### src/rtl/btn_updown_counter.sv
// Two-button up/down counter: each raw button is synchronised, debounced and
// edge-detected. Define AUTOREPEAT_EN to make a held button repeat its step.
//
// state | meaning (per button, stable level s_q)
// 0     | button considered released, counting mismatches toward press
// 1     | button considered pressed, counting mismatches toward release

module btn_updown_cond #(
    parameter int LOG2DEBOUNCE = 16
) (
    input  logic clk,
    input  logic resetn,
    input  logic btn_i,
    output logic step_o
);

    localparam logic [LOG2DEBOUNCE-1:0] CNT_MAX = '1;

    logic                    sync1_q;
    logic                    sync2_q;
    logic                    s_q;
    logic                    s_prev_q;
    logic [LOG2DEBOUNCE-1:0] cnt_q;
    logic                    rise;

    always_ff @(posedge clk or negedge resetn) begin
        if (!resetn) begin
            sync1_q  <= 1'b0;
            sync2_q  <= 1'b0;
            s_q      <= 1'b0;
            s_prev_q <= 1'b0;
            cnt_q    <= '0;
        end else begin
            sync1_q  <= btn_i;
            sync2_q  <= sync1_q;
            s_prev_q <= s_q;
            // Any cycle agreeing with the stable level restarts the window.
            if (sync2_q == s_q) begin
                cnt_q <= '0;
            end else if (cnt_q != CNT_MAX) begin
                cnt_q <= cnt_q + 1'b1;
            end else begin
                s_q   <= sync2_q;
                cnt_q <= '0;
            end
        end
    end

    assign rise = s_q & ~s_prev_q;

`ifdef AUTOREPEAT_EN
    localparam int RW = LOG2DEBOUNCE + 4;
    localparam logic [RW-1:0] RPT_FIRST = '1;
    localparam logic [RW-1:0] RPT_NEXT  = {2'b00, {(LOG2DEBOUNCE + 2){1'b1}}};

    logic [RW-1:0] rpt_q;
    logic          rpt_fire;

    // Down-counter reloaded on the press; each terminal count is one repeat.
    always_ff @(posedge clk or negedge resetn) begin
        if (!resetn) begin
            rpt_q <= '0;
        end else if (!s_q) begin
            rpt_q <= '0;
        end else if (rise) begin
            rpt_q <= RPT_FIRST;
        end else if (rpt_q == '0) begin
            rpt_q <= RPT_NEXT;
        end else begin
            rpt_q <= rpt_q - 1'b1;
        end
    end

    assign rpt_fire = s_q & ~rise & (rpt_q == '0);
    assign step_o   = rise | rpt_fire;
`else
    assign step_o = rise;
`endif

endmodule

module btn_updown_counter #(
    parameter int BITS         = 8,
    parameter int LOG2DEBOUNCE = 16
) (
    input  logic            clk,
    input  logic            resetn,
    input  logic            BTN_UP,
    input  logic            BTN_DN,
    output logic [BITS-1:0] value,
    output logic            up_pulse,
    output logic            dn_pulse
);

    logic            up_step;
    logic            dn_step;
    logic [BITS-1:0] value_q;
    logic [BITS-1:0] value_d;
    logic            up_pulse_q;
    logic            dn_pulse_q;

    btn_updown_cond #(.LOG2DEBOUNCE(LOG2DEBOUNCE)) u_cond_up (
        .clk    (clk),
        .resetn (resetn),
        .btn_i  (BTN_UP),
        .step_o (up_step)
    );

    btn_updown_cond #(.LOG2DEBOUNCE(LOG2DEBOUNCE)) u_cond_dn (
        .clk    (clk),
        .resetn (resetn),
        .btn_i  (BTN_DN),
        .step_o (dn_step)
    );

    // Simultaneous steps cancel; arithmetic wraps modulo 2^BITS.
    always_comb begin
        value_d = value_q;
        case ({up_step, dn_step})
            2'b10:   value_d = value_q + 1'b1;
            2'b01:   value_d = value_q - 1'b1;
            default: value_d = value_q;
        endcase
    end

    always_ff @(posedge clk or negedge resetn) begin
        if (!resetn) begin
            value_q    <= '0;
            up_pulse_q <= 1'b0;
            dn_pulse_q <= 1'b0;
        end else begin
            value_q    <= value_d;
            up_pulse_q <= up_step;
            dn_pulse_q <= dn_step;
        end
    end

    assign value    = value_q;
    assign up_pulse = up_pulse_q;
    assign dn_pulse = dn_pulse_q;

endmodule
### config.mk
export PLATFORM = sky130hd
export DESIGN_NAME = btn_updown_counter
export DESIGN_NICKNAME = d
export VERILOG_FILES = /design/src/rtl/btn_updown_counter.sv
export SDC_FILE = /design/constraint.sdc
export NUM_CORES = 1
export LEC_CHECK = 0
export BUFFER_PORTS_ARGS = -buffer_cell sky130_fd_sc_hd__clkbuf_2
export CAP_MARGIN = 15
export CELL_PAD_IN_SITES_DETAIL_PLACEMENT = 1
export CELL_PAD_IN_SITES_GLOBAL_PLACEMENT = 1
export CORE_AREA = 3 3 92 94
export DETAILED_ROUTE_END_ITERATION = 8
export DIE_AREA = 0 0 95 97
export PLACE_DENSITY_LB_ADDON = 0.1
export SLEW_MARGIN = 20
export SYNTH_ARGS = -nofsm -noshare
export SYNTH_HDL_FRONTEND = slang
export SYNTH_HIERARCHICAL = 1
export SYNTH_SLANG_ARGS = --single-unit
### constraint.sdc
create_clock -name clk -period 2.3 [get_ports clk]
set_input_delay 0.115 -clock clk [delete_from_list [all_inputs] [get_ports clk]]
set_output_delay 0.115 -clock clk [all_outputs]
set_load 0.02 [all_outputs]
==> results of run 1 <==
[worst max-delay path: stages, from the launching register on]
cell and delay [ns]:
dfrtp_1 0.41, nor2b_1 0.24, ha_1 0.22, xor2_1 0.15
ha_1 0.20, a31oi_1 0.09, o22ai_1 0.32, mux2i_1 0.26
xnor2_1 0.13
[logic make-up (layout without fill, tap and decap cells)]
| group | count (synthesis) | count (layout) | share of synthesized area |
|---|---|---|---|
| and+or+nand+nor | 119 | 119 | 0.240 |
| muxes | 6 | 6 | 0.0237 |
| DFF | 50 | 50 | 0.466 |
| xor gates and xnor gates | 31 | 31 | 0.101 |
| AOI/OAI and AO/OA | 37 | 37 | 0.100 |
| buffers and inverters | 25 | 47 | 0.0461 |
| adders and majority gates | 5 | 5 | 0.0233 |
[layout by cell type, fill, tap and decap left out, drive strengths merged, types with 4 or more instances in the layout]
cell and count:
xor2 7, nor3 8, nand4 12, xnor2 24
buf 9, nor2 41, nor4 7, inv 14
nand3 17, nand2 12, dfrtp 50, o21ai 7
and3 6, clkbuf 19, or3 6, a21oi 9
nor2b 4, ha 5
[stage by stage]
| step | setup WS, ns | hold WS, ns |
|---|---|---|
| after detailed placement | 0.145 | 0.226 |
| after global routing | 0.00843 | 0.391 |
| after CTS | 0.129 | 0.369 |
| after global placement | 0.236 | 0.226 |
| final | 0.208 | 0.370 |
| after floorplan | 0.124 | -0.181 |
[power breakdown]
part,internal [W],switching [W]
combinational,0.0000193,0.0000377
sequential,0.000890,0.0000123
clock,0.000248,0.000312
[layout make-up]
type / count / area (um^2)
clock buffer: 6 / 82.6
clock inverter: 2 / 17.5
fill: 891 / 4710
inverter: 14 / 52.6
multi-input combinational: 198 / 1330
sequential: 50 / 1250
tap: 102 / 128
timing repair buffer: 25 / 163
[path summary, 6_finish.rpt]
kind / start / endpoint / slack (ns) / cells past startpoint
setup / recovery: u_cond_dn/s_q / value[4] / 0.21 / 8
hold / removal: u_cond_up/sync1_q / u_cond_up/sync2_q / 0.37 / 0
setup reg to reg: u_cond_dn/s_q / value[4] / 0.21 / 8
hold reg to reg: u_cond_up/sync1_q / u_cond_up/sync2_q / 0.37 / 0
max in group asynchronous: resetn / u_cond_dn/cnt_q[12] / 1.40 / 3
min in group asynchronous: resetn / u_cond_up/cnt_q[4] / 0.46 / 3
[routing by layer]
layer / part of all wire / up-vias / routed length (um) / track usage
met1: 0.51 / 956 / 2850 / 0.185
met4: 0.014 / 0 / 76 / 0.0400
li1: - / 1001 / - / -
met3: 0.025 / 6 / 139 / 0.0272
met5: 0 / - / 0 / 0
met2: 0.45 / 19 / 2540 / 0.203
[repair_timing]
item                                    in CTS  in global routing
buffers inserted                             0                  1
endpoints found under the setup margin       0                  2
hold buffers                                 3                  0
gates resized for setup                      0                  2
hold endpoints to repair                    52                  0
==> results.json, run 1 <==
{
  "wirelength_um": 5610,
  "grt_pass1_wl_um": 9720,
  "final_nets": 303,
  "gp_congestion": 0.720,
  "slew_headroom": 0.560,
  "post-route-drc-count": 0,
  "clk_latency_ns": 0.31,
  "cts_tree": "built",
  "ant_nets": 0,
  "cap_violations": 0,
  "yosysWarnings": 6,
  "critical_path.endpoint_type": "flip-flop",
  "clock-sinks": 50,
  "finalSetupViolations": 0,
  "min_period_ns": 2.09,
  "worst-path-max-fanout": 4,
  "wl_per_cell_um": 14.1,
  "utilization": 0.391,
  "fmax_mhz": 478,
  "hold_path.class": "reg -> reg",
  "dieArea_mm2": 0.00922,
  "yosys.area.top_type": "dfrtp_1",
  "dp_hpwl_um": 3930,
  "synth_cell_type_count": 48,
  "synthArstFlopShare": 1.00,
  "synthTopCellsByCount": "dfrtp_1 (50), nor2_1 (40), xnor2_1 (24)",
  "cts.clk_slew.worst_paths_ns": 0.10,
  "grt_max_degree": 51,
  "status": "complete, no violations",
  "synth_top_area_frac": 0.466,
  "initial_core_util": 0.348,
  "synth_ff_type": "dfrtp_1",
  "seq_area_frac_synth": 0.466,
  "power.total_w": 0.00152,
  "synth_edf_count": 0,
  "final_max_slew_viol_count": 0,
  "grt_pass1_vias": 2003,
  "syn_area_mm2": 0.00269,
  "routed_via_density": 4.99,
  "clock_skew_ns": 0.00648,
  "syn-num-nets": 282,
  "ys_top_cells_by_area": "dfrtp_1 (47%), xnor2_1 (7.8%), nor2_1 (5.6%), nand4_1 (2.8%), nand3_1 (2.4%)",
  "drive_gt1_frac": 0.166,
  "period_share": 0.909,
  "place_area_mm2": 0.00287,
  "cts_buffers": 5,
  "synth.avg_cell_area_um2": 9.84,
  "overflow": 0,
  "die_y_um": 97,
  "synth_most_common_cell": "dfrtp_1",
  "hold_viol": 0,
  "synth-seq-cells": 50,
  "num_antenna_cells": 0,
  "finalSetupTns_ns": 0,
  "rsz0062_at_grt": "false",
  "rows": 32,
  "port_buffers": 13,
  "fin_cells": 397,
  "clockBufferDepth": 2,
  "dp.cells": 385,
  "p_leak_nw": 1.29,
  "tightest_slew_ns": 0.661,
  "dr_total_vias": 1982,
  "cts-root-buf": "clkbuf_8",
  "arrival_ns": 2.32,
  "crit_path_start_kind": "flip-flop",
  "antenna_found_initial": 0,
  "die_w_um": 95,
  "cts_htree_levels": 2,
  "p_per_area_mw_per_mm2": 503,
  "track_usage": 0.132,
  "worstPathRequired_ns": 2.53,
  "path_class": "reg -> reg",
  "area_growth_pct": 12.4,
  "ioPinCount": 14,
  "drtPass1Iterations": 4,
  "core-area_mm2": 0.00773,
  "drt_iter0_markers": 36,
  "stdcell_area_mm2": 0.00302,
  "syn_inst": 273,
  "ir_drop_uv": 280
}
No activity file was read; power rests on OpenSTA's default activity.
==> run 2: changes to the inputs <==
--- a/config.mk
+++ b/config.mk
@@ -9,12 +9,11 @@
 export CAP_MARGIN = 15
 export CELL_PAD_IN_SITES_DETAIL_PLACEMENT = 1
 export CELL_PAD_IN_SITES_GLOBAL_PLACEMENT = 1
-export CORE_AREA = 3 3 92 94
+export CORE_AREA = 3 3 89 91
 export DETAILED_ROUTE_END_ITERATION = 8
-export DIE_AREA = 0 0 95 97
+export DIE_AREA = 0 0 92 94
 export PLACE_DENSITY_LB_ADDON = 0.1
 export SLEW_MARGIN = 20
 export SYNTH_ARGS = -nofsm -noshare
 export SYNTH_HDL_FRONTEND = slang
-export SYNTH_HIERARCHICAL = 1
 export SYNTH_SLANG_ARGS = --single-unit
==> results.json, run 2 <==
{
  "status": "complete, no violations",
  "final_common_cell": "dfrtp_1",
  "worst-path-max-fanout": 16,
  "gp_congestion": 0.736,
  "reg2reg_to": "value[7]",
  "reg2reg_depth": 8,
  "p_leak_nw": 1.22,
  "worstPathRequired_ns": 2.50,
  "wirelength_um": 4670,
  "final_nets": 268,
  "drt_iter0_markers": 40,
  "num_antenna_cells": 0,
  "routed_via_density": 4.77,
  "synth_xor_area_frac": 0.133,
  "power.total_w": 0.00152,
  "grt_max_degree": 51,
  "dp_hpwl_um": 3220,
  "fin_cells": 359,
  "hold_path.class": "reg -> reg",
  "synth_edf_count": 0,
  "worstHoldStart": "u_cond_dn.sync1_q",
  "cts.clk_slew.worst_paths_ns": 0.10,
  "synth-simple-area-share": 0.209,
  "cts_setup_buffers": 0,
  "ioPinCount": 14,
  "hold_slack_ns": 0.369,
  "n_fill_cell": 841,
  "synthArstFlopShare": 1.00,
  "dp.cells": 348,
  "dieArea_mm2": 0.00865,
  "synthMuxAreaShare": 0.0174,
  "p_switching_w": 0.000359,
  "cts-root-buf": "clkbuf_8",
  "grt_pass1_vias": 1783,
  "dr_total_vias": 1714,
  "hold_path_end": "u_cond_dn.sync2_q",
  "antenna_found_initial": 0,
  "synth-seq-cells": 50,
  "cts_tree": "built",
  "synthTopCellsByCount": "dfrtp_1 (50), nor2_1 (46), xnor2_1 (20)",
  "final_max_slew_viol_count": 0,
  "clock_skew_ns": 0.00801,
  "critical_path.endpoint_type": "flip-flop",
  "synth.avg_cell_area_um2": 10.4,
  "yosysWarnings": 0,
  "hold_depth": 0,
  "synth_cell_type_count": 43,
  "grt_pass1_wl_um": 8470,
  "cts_buffers": 5,
  "core-area_mm2": 0.00721,
  "multiInputGateArea_mm2": 0.00116,
  "rsz0062_at_grt": "false",
  "post-route-drc-count": 0,
  "cts_htree_levels": 2,
  "utilization": 0.389,
  "wl_per_cell_um": 13.0,
  "die_y_um": 94,
  "synth_top_area_frac": 0.499,
  "seq_area_frac_synth": 0.499,
  "synth_top_family_by_area": "simple AND/OR/NAND/NOR gates",
  "syn_inst": 242,
  "clockBufferDepth": 2,
  "clk_latency_ns": 0.30,
  "ir_drop_uv": 297,
  "syn_area_mm2": 0.00251,
  "port_buffers": 13,
  "synth_most_common_cell": "dfrtp_1",
  "initial_core_util": 0.348,
  "overflow": 0,
  "yosys.area.top_type": "dfrtp_1",
  "clockPowerShare": 0.370,
  "p_per_area_mw_per_mm2": 540,
  "seqCellArea_mm2": 0.00125,
  "area_growth_pct": 11.8,
  "ant_nets": 0,
  "rows": 31,
  "p_int_w": 0.00116,
  "ff2ff_setup_slack_ns": 0.23,
  "r2r_start": "u_cond_dn.s_q",
  "synth_adder_area_share": 0.0249,
  "fmax_mhz": 484,
  "finalSetupTns_ns": 0,
  "cap_violations": 0,
  "seq_power_share": 0.594,
  "drive_gt1_frac": 0.142,
  "tightest_slew_ns": 0.636,
  "ys_top_cells_by_area": "dfrtp_1 (50%), xnor2_1 (7.0%), nor2_1 (6.9%), xor2_1 (6.3%), nand3_1 (3.0%)",
  "path_class": "reg -> reg",
  "drtPass1Iterations": 4,
  "comb_power_share": 0.036,
  "clock-sinks": 50,
  "die_w_um": 92,
  "track_usage": 0.123,
  "min_period_ns": 2.07,
  "syn-num-nets": 251,
  "synth-compound-area-share": 0.0778,
  "switching_share": 0.237,
  "crit_path_start_kind": "flip-flop",
  "final_cell_mix": "dfrtp_1 (50), nor2_1 (46), xnor2_1 (20)",
  "synth_ff_type": "dfrtp_1",
  "hold_viol": 0,
  "finalSetupViolations": 0,
  "slew_headroom": 0.576,
  "period_share": 0.899,
  "arrival_ns": 2.26
}
## run 2: area by class of cell
class                           count  area share
Clock buffer                        6      0.0294
Clock inverter                      2     0.00580
Inverter                            9      0.0120
Multi-Input combinational cell    173       0.414
Sequential cell                    50       0.446
Tap cell                           99      0.0441
Timing Repair Buffer               20      0.0490
## run 2: routing by layer
| layer | routed length (um) | share of wire | track usage |
|---|---|---|---|
| met2 | 2150 | 0.46 | 0.196 |
| met1 | 2310 | 0.50 | 0.165 |
| met3 | 142 | 0.030 | 0.0272 |
| met4 | 67 | 0.014 | 0.0446 |
| met5 | 0 | 0 | 0 |
## run 2: critical path, cell delays in order, from the launching register on
cell and delay, ns:
dfrtp_1 0.41, nor2b_2 0.22, ha_1 0.26, buf_12 0.17
and4b_4 0.21, a31oi_4 0.17, or3b_1 0.36, o311ai_1 0.09
nor3_1 0.08
## run 2: cells by family after synthesis
group,after synthesis
xor+xnor,38
buf+inv,19
mux,4
fa+ha+maj,5
flops,50
simple gates,104
compound gates,22
## run 2: worst max-delay path by stage
| stage | startpoint | end | slack [ns] | cells after the start |
|---|---|---|---|---|
| floorplan | u_cond_dn.s_q | value[6] | 0.13 | 10 |
| global placement | u_cond_dn.s_q | value[6] | 0.25 | 9 |
| detailed placement | u_cond_dn.s_q | value[7] | 0.15 | 8 |
| CTS | u_cond_dn.s_q | value[6] | 0.15 | 9 |
| global route | u_cond_dn.s_q | value[6] | 0.01 | 9 |
| finish | u_cond_dn.s_q | value[7] | 0.23 | 8 |
## run 2: power groups by stage
stage | clock [W] | combinational (W) | sequential, W
3_3_place_gp | 0 | 0.0000538 | 0.000918
3_5_place_dp | 0 | 0.0000540 | 0.000918
5_1_grt | 0.000630 | 0.0000641 | 0.000904
6_report | 0.000561 | 0.0000539 | 0.000901
2_1_floorplan | 0 | 0.0000255 | 0.000916
4_1_cts | 0.000595 | 0.0000580 | 0.000901
## run 2: repair_timing
action / CTS / global route
setup endpoints to repair: 0 / 2
hold endpoints to repair: 52 / 0
resized for setup: 0 / 1
hold buffers: 3 / 0
## run 2: stage by stage
step | area [um^2] | setup slack, ns
3_5_place_dp | 2680 | 0.153
4_1_cts | 2800 | 0.145
6_report | 2810 | 0.232
2_1_floorplan | 2510 | 0.131
3_3_place_gp | 2680 | 0.249
5_1_grt | 2810 | 0.0131
==> run 3: changes to the inputs <==
--- a/config.mk
+++ b/config.mk
@@ -12,7 +12,7 @@
 export CORE_AREA = 3 3 89 91
 export DETAILED_ROUTE_END_ITERATION = 8
 export DIE_AREA = 0 0 92 94
-export PLACE_DENSITY_LB_ADDON = 0.1
+export PLACE_DENSITY = 0.65
 export SLEW_MARGIN = 20
 export SYNTH_ARGS = -nofsm -noshare
 export SYNTH_HDL_FRONTEND = slang
==> results.json, run 3 (same netlist as run 2, synthesis figures left out) <==
{
  "port_buffers": 13,
  "cts_htree_levels": 2,
  "dieArea_mm2": 0.00865,
  "rows": 31,
  "ioPinCount": 14,
  "finalSetupTns_ns": 0,
  "clk_latency_ns": 0.31,
  "p_leak_nw": 1.22,
  "path_class": "reg -> reg",
  "drtPass1Iterations": 3,
  "initial_core_util": 0.348,
  "ant_nets": 0,
  "antenna_found_initial": 0,
  "finalSetupViolations": 0,
  "clock-sinks": 50,
  "tightest_slew_ns": 0.644,
  "crit_path_start": "u_cond_dn.s_q",
  "crit_path_start_kind": "flip-flop",
  "grt_pass1_vias": 1833,
  "r2r_start": "u_cond_dn.s_q",
  "rsz0062_at_grt": "false",
  "cts.clk_slew.worst_paths_ns": 0.10,
  "routed_via_density": 4.77,
  "clock_skew_ns": 0.0102,
  "drive_gt1_frac": 0.146,
  "num_antenna_cells": 0,
  "cts_tree": "built",
  "worstHoldStart": "u_cond_up.sync1_q",
  "hold_viol": 0,
  "core-area_mm2": 0.00721,
  "cts_setup_buffers": 0,
  "cap_violations": 0,
  "die_w_um": 92,
  "cts_buffers": 5,
  "ir_drop_uv": 243,
  "post-route-drc-count": 0,
  "track_usage": 0.126,
  "p_per_area_mw_per_mm2": 541,
  "fmax_mhz": 465,
  "cts-root-buf": "clkbuf_8",
  "wirelength_um": 4810,
  "cp_cell_sequence": "nor2b_2 > ha_1 > buf_4 > and4b_4 > a31oi_4 > or3b_1 > o311ai_1 > nor3_1",
  "critical_path.endpoint_type": "flip-flop",
  "grt_max_degree": 51,
  "area_growth_pct": 11.5,
  "overflow": 0,
  "worstPathRequired_ns": 2.50,
  "final_nets": 268,
  "max_stage_delay_ns": 0.42,
  "clockBufferDepth": 2,
  "critPathSlowestCell": "dfrtp_1",
  "drt_iter0_markers": 48,
  "hold_path.class": "reg -> reg",
  "period_share": 0.935,
  "die_y_um": 94,
  "min_period_ns": 2.15,
  "slew_headroom": 0.571,
  "grt_pass1_wl_um": 8650,
  "dp_hpwl_um": 3300,
  "final_max_slew_viol_count": 0,
  "final_common_cell": "dfrtp_1",
  "final_cell_mix": "dfrtp_1 (50), nor2_1 (46), xnor2_1 (20)",
  "wl_per_cell_um": 13.4,
  "gp_congestion": 0.739,
  "status": "complete, no violations",
  "arrival_ns": 2.35,
  "hold_slack_ns": 0.379,
  "worst-path-max-fanout": 14,
  "dr_total_vias": 1714
}
run 3: path summary, 6_finish.rpt:
kind	to	slack, ns	depth (start not counted)
setup / recovery	value[7]	0.15	8
hold / removal	u_cond_up.sync2_q	0.38	0
setup reg to reg	value[7]	0.15	8
hold reg to reg	u_cond_up.sync2_q	0.38	0
max in group asynchronous	u_cond_up.cnt_q[5]	1.41	3
min in group asynchronous	u_cond_dn.cnt_q[11]	0.45	3
run 3: cell type report:
type                       count  area, um^2
fill                         822        4420
sequential                    50        1250
multi-input combinational    173        1160
timing repair buffer          20         125
tap                           99         124
clock buffer                   6        82.6
inverter                       9        33.8
clock inverter                 2        17.5
run 3: what timing repair did:
item / 4_1_cts / 5_1_grt
gates resized for setup: 0 / 2
endpoints found under the hold margin: 52 / 0
hold buffers: 3 / 0
setup endpoints to repair: 0 / 3
run 3: through the flow:
stage | setup WS, ns | area [um^2] | total power (W) | utilization | std cells
3_5_place_dp | 0.127 | 2660 | 0.000972 | 0.369 | 348
3_3_place_gp | 0.174 | 2660 | 0.000970 | 0.369 | 348
5_1_grt | 0.00640 | 2800 | 0.00160 | 0.388 | 359
2_1_floorplan | 0.131 | 2510 | 0.000942 | - | 242
4_1_cts | 0.107 | 2790 | 0.00155 | 0.387 | 359
6_report | 0.149 | 2800 | 0.00151 | 0.388 | 359
run 3: power breakdown:
group	leakage [nW]	switching (W)	total, W	internal, W
sequential	0.684	0.0000104	0.000901	0.000890
combinational	0.483	0.0000361	0.0000541	0.0000180
clock	0.0514	0.000311	0.000560	0.000248
run 3: critical path, delay by kind of cell, from the launching register on:
| family | cells | cell delay [ns] |
|---|---|---|
| and+or+nand+nor | 4 | 0.88 |
| DFF | 1 | 0.42 |
| AOI/OAI and AO/OA | 2 | 0.26 |
| buffers and inverters | 1 | 0.24 |
| adders and majority gates | 1 | 0.23 |
run 3: per-layer routing:
| layer | vias to the layer above | wire, um | GRT usage |
|---|---|---|---|
| met5 | - | 0 | 0 |
| met3 | 5 | 133 | 0.0296 |
| met4 | 0 | 74 | 0.0507 |
| li1 | 846 | - | - |
| met2 | 16 | 2330 | 0.206 |
| met1 | 847 | 2280 | 0.160 |
